## config.mk

```make
export PLATFORM = sky130hd
export DESIGN_NAME = demux1to2_32_buf
export DESIGN_NICKNAME = d
export VERILOG_FILES = /design/src/rtl/demux1to2_32_buf.sv
export SDC_FILE = /design/constraint.sdc
export NUM_CORES = 1
export LEC_CHECK = 0
export ABC_AREA = 1
export CAP_MARGIN = 20
export CELL_PAD_IN_SITES_DETAIL_PLACEMENT = 1
export CELL_PAD_IN_SITES_GLOBAL_PLACEMENT = 1
export CORE_MARGIN = 2
export CORE_UTILIZATION = 32
export CTS_BUF_LIST = sky130_fd_sc_hd__clkbuf_16
export CTS_CLUSTER_DIAMETER = 150
export DETAILED_ROUTE_END_ITERATION = 6
export GPL_TIMING_DRIVEN = 0
export PLACE_DENSITY_LB_ADDON = 0.1
export REMOVE_ABC_BUFFERS = 1
export SYNTH_ARGS = -nofsm -noshare
export SYNTH_HDL_FRONTEND = slang
export SYNTH_SLANG_ARGS = --single-unit
```

## constraint.sdc

```tcl
create_clock -name clk -period 1.3 [get_ports clk]
set_input_delay 0.26 -clock clk [delete_from_list [all_inputs] [get_ports clk]]
set_output_delay 0.26 -clock clk [all_outputs]
set_load 0.02 [all_outputs]
```

## src/rtl/demux1to2_32_buf.sv

```systemverilog
// 1-to-2 demultiplexer with one registered slot per output port (valid/ready on all sides).
// Define DEMUX_CNT_EN to add 16-bit completed-transfer counters a_count / b_count.
module demux1to2_32_buf #(
   parameter int unsigned WIDTH = 32
) (
   input  logic             clk,
   input  logic             rst_n,
   input  logic             in_valid,
   output logic             in_ready,
   input  logic             in_sel,
   input  logic [WIDTH-1:0] in_data,
   output logic             a_valid,
   input  logic             a_ready,
   output logic [WIDTH-1:0] a_data,
   output logic             b_valid,
   input  logic             b_ready,
`ifdef DEMUX_CNT_EN
   output logic [WIDTH-1:0] b_data,
   output logic [15:0]      a_count,
   output logic [15:0]      b_count
`else
   output logic [WIDTH-1:0] b_data
`endif
);

   typedef enum logic {StEmpty, StFull} slot_e;

   slot_e            a_state_q, a_state_d;
   slot_e            b_state_q, b_state_d;
   logic [WIDTH-1:0] a_data_q, a_data_d;
   logic [WIDTH-1:0] b_data_q, b_data_d;

   logic a_out, b_out;
   logic a_load, b_load;
   logic a_can_take, b_can_take;

   assign a_out = (a_state_q == StFull) & a_ready;
   assign b_out = (b_state_q == StFull) & b_ready;

   // A slot can take a word if empty or if it is draining this very cycle.
   assign a_can_take = (a_state_q == StEmpty) | a_out;
   assign b_can_take = (b_state_q == StEmpty) | b_out;

   assign in_ready = in_sel ? a_can_take : b_can_take;

   assign a_load = in_valid & in_ready & in_sel;
   assign b_load = in_valid & in_ready & ~in_sel;

   always_comb begin
      a_state_d = a_state_q;
      a_data_d  = a_data_q;
      if (a_load) begin
         a_state_d = StFull;
         a_data_d  = in_data;
      end else if (a_out) begin
         a_state_d = StEmpty;
      end
   end

   always_comb begin
      b_state_d = b_state_q;
      b_data_d  = b_data_q;
      if (b_load) begin
         b_state_d = StFull;
         b_data_d  = in_data;
      end else if (b_out) begin
         b_state_d = StEmpty;
      end
   end

   always_ff @(posedge clk or negedge rst_n) begin
      if (!rst_n) begin
         a_state_q <= StEmpty;
         b_state_q <= StEmpty;
         a_data_q  <= '0;
         b_data_q  <= '0;
      end else begin
         a_state_q <= a_state_d;
         b_state_q <= b_state_d;
         a_data_q  <= a_data_d;
         b_data_q  <= b_data_d;
      end
   end

   assign a_valid = (a_state_q == StFull);
   assign b_valid = (b_state_q == StFull);
   assign a_data  = a_data_q;
   assign b_data  = b_data_q;

`ifdef DEMUX_CNT_EN
   logic [15:0] a_count_q, a_count_d;
   logic [15:0] b_count_q, b_count_d;

   always_comb begin
      a_count_d = a_count_q;
      b_count_d = b_count_q;
      if (a_out) a_count_d = a_count_q + 16'd1;
      if (b_out) b_count_d = b_count_q + 16'd1;
   end

   always_ff @(posedge clk or negedge rst_n) begin
      if (!rst_n) begin
         a_count_q <= '0;
         b_count_q <= '0;
      end else begin
         a_count_q <= a_count_d;
         b_count_q <= b_count_d;
      end
   end

   assign a_count = a_count_q;
   assign b_count = b_count_q;
`endif

endmodule

```

# == After elaboration in Yosys (flattened, before gate mapping) ==
# Index checks and enable logic that the tools add are counted.
# word_totals
elab_cells,21
in_bits,38
out_inout_bits,67
regBits,66
# classes
bitwise,10
mux,5
reduce_logical,2
# op_table
cell,n
$and 1x1->1,5
$mux 1,5
$reduce_bool 2->1,2
$not 1->1,3
$or 1x1->1,2

# == Longest topological paths before layout ==
# logic_depth
depth_word,6
ltp_mapped,6
mapped_depth_nobuf,5

# == Worst setup path after synthesis ==
# Ideal clock, no wire load.
# synth_timing
kind,register -> output
start,reg a_state_q (netlist: a_valid)
end,out in_ready
stages_incl_launch_ff,5
required_ns,1.040
t_arrival_ns,1.104
slack_ns,-0.064
path_buffers,1
path_cell_list,dfrtp_1 > nand2_2 > clkbuf_1 > nand2_1 > nand2_1
# synth_between
elab_chain_len,3
word_cells_on_any_way,4
classes_between,mux: 1; bitwise: 3
# synth_lines
item,line_no,source
start: declaration,28,"slot_e a_state_q, a_state_d;"
start signal: assignment,73,a_state_q <= StEmpty;
start signal: assignment,78,a_state_q <= a_state_d;
$and 1x1->1 / $not 1->1 (equally long branches),"37, 41",
$or 1x1->1 *,41,assign a_can_take = (a_state_q == StEmpty) | a_out;
$mux 1 *,44,assign in_ready = in_sel ? a_can_take : b_can_take;
end: declaration,9,"output logic in_ready,"
# Every way passes the cells marked *; elsewhere a longest branch is shown, timed or not.

# == Final worst setup path ==
# Same ends and word-level chain as after synthesis.

==> qor.txt <==
Outcome -> finished with violations
Violations in the final reports -> negative setup slack
Synth Warn # -> 0
DRC Markers -> 0
Fin crit share -> 1.04
Min Tclk post-route -> 1.35 ns
Number of vias in the routed layout -> 2662
Commonest cells after routing, fill and taps aside -> nand2_1 (131), dfrtp_1 (65), nand4_1 (64)
Yosys cell types -> 10
Clock insertion delay at the later pin of the skew report -> 0.32 ns
NumNets Final -> 439
TritonRoute pass-1 iters -> 4
Max capacitance violation total -> 0
Actual transition at the worst max-transition pin -> 0.881 ns
Crit path launch type -> flip-flop
Achievable frequency -> 742 MHz
IO Pins -> 105
Average wire length per cell after detail routing -> 18.8 um
Placed cell area -> 3800 um^2
Lkg Pwr -> 2.09 nW
Flop and latch count out of synthesis -> 66
Number of DRC violations after detailed-routing iteration 0 -> 60
Starting Density -> 0.330
Initial antenna violation count -> 0
Hold violation count in the final report -> 0
Clock input transition at the sequential cells of the worst setup and hold paths -> 0.05 ns
Post-DP HPWL -> 5000 um
Max-slew headroom at the worst pin -> 0.413
Vias in the first global route -> 2815
Final count of pins violating max slew -> 0
Number of rows created at floorplan -> 33
Clock H-tree levels -> 3
Gate count of the mapped netlist -> 296
Wire length of the first global-routing pass -> 15200 um
Clock tree from TritonCTS -> built
Leading cell type in the layout, fill and taps excluded -> nand2_1
Layout Skew -> 0.00530 ns
Number of hold buffers added after cts -> 0
Number of diodes added for antenna fixing -> 0
Tightest Hold Check Type -> primary input to async pin
Clk root buf -> clkbuf_16
Number of buffers between clock root and the deepest sink -> 2
Final estimated routing congestion in global placement -> 0.686
Total congestion overflow -> 0
Endpoint required time on the critical path -> 1.04 ns
Final cell area excluding filler cells -> 4190 um^2
Cell Area, Synth -> 2710 um^2
Count of endpoints failing setup in the final report -> 1
Setup repair after global routing missed its margin -> yes
WS Path Type -> flip-flop to primary output
Critical Path Sink Type -> primary output
Floorplan Core Area -> 8220 um^2
PortBufs -> 104
Routed vias/inst -> 5.22
WP data arrival -> 1.09 ns
Mean cell area of the mapped netlist -> 9.16 um^2
Critical path peak fanout -> 3
Number of nets with antenna violations after detailed routing -> 0
Register area share after synthesis -> 0.609
DIE AREA -> 9230 um^2
Pwr Total -> 6.31 mW
Number of buffers created by CTS -> 9
DRT Wirelength -> 9580 um
Total power divided by cell area -> 1500 nW/um^2
Overall die width -> 96.1 um
# clock sinks -> 66
Post-route setup slack -> -0.0485 ns
Layout cells sized above 1 -> 0.151
Maximum number of pins on one net before global-route repair -> 67
Area added between synthesis and finish -> 54.6%
Chip height -> 96.1 um
GRT Resource Usage Total -> 0.224
Peak VDD IR -> 0.661 mV
## registers in the layout, summed over array words and instances, names as in the netlist
signal	count
a_data	32
a_valid	1
b_data	32
b_valid	1
## per-stage QoR
step | TNS, ns | worst slack (ns) | utilization | instances | hold WS, ns
3_3_place_gp | -366.72 | -3.38 | 0.458 | 479 | 0.453
6_report | -0.0485 | -0.0485 | 0.510 | 510 | 0.0461
5_1_grt | -0.725 | -0.111 | 0.510 | 510 | 0.108
2_1_floorplan | -39.16 | -0.616 | - | 270 | -0.0356
4_1_cts | -0.0632 | -0.0632 | 0.511 | 509 | 0.0895
3_5_place_dp | -91.12 | -1.41 | 0.462 | 481 | 0.434
## synthesized netlist by cell type
library cell,n,area (um^2)
nand2_2,1,6.26
dfrtp_1,66,1650
nand3_1,1,5.00
nand4_1,64,400
buf_2,22,110
inv_2,1,3.75
inv_1,2,7.51
clkbuf_1,4,15.0
nand2_1,134,503
nand3_2,1,10.0
## repair_timing
| action | 4_1_cts | 5_1_grt |
|---|---|---|
| cloned | 5 | 0 |
| pin swaps | 3 | 1 |
| setup endpoints to repair | 133 | 65 |
| setup buffers | 8 | 1 |
| resized for setup | 114 | 69 |
## critical path, cell delays in order (launching register included)
cell     delay, ns
dfrtp_2       0.45
nand2_8       0.08
nand2_2       0.06
nand2_2       0.08
buf_6         0.11
## where the power goes
part           switching, mW  total [mW]  internal (mW)
clock network          0.817        2.06           1.25
registers              0.189        2.57           2.38
logic                   1.03        1.68          0.645
## cell families after synthesis
group / Yosys count / synth area share
and+or+nand+nor: 201 / 0.341
DFF: 66 / 0.609
buffers and inverters: 29 / 0.0503
## routing by layer
layer  up-vias  track usage  routed length [um]
met5         -            0                   0
li1       1227            -                   -
met3         5       0.0720                 570
met4         0       0.0583                  64
met2        71        0.366                4590
met1      1359        0.287                4350
## final timing paths
check,from,end,slack (ns),cells after the start
min reg2reg,a_data[15],a_data[15],0.47,2
max in group asynchronous,rst_n,a_valid,0.61,1
min in group clk,in_sel,a_data[15],0.34,3
min,rst_n,b_data[25],0.05,1
max,a_valid,in_ready,-0.05,4
max reg2reg,b_valid,b_data[26],0.03,6
## area by class of cell
type,count,area [um^2]
inverters,3,18.8
flip-flops and latches,66,1650
clock buffers,9,225
multi-input cells,206,1060
clock inverters,6,26.3
fillers,945,4020
well taps,105,131
repair buffers,115,1080
(Power assumes the default switching activity.)
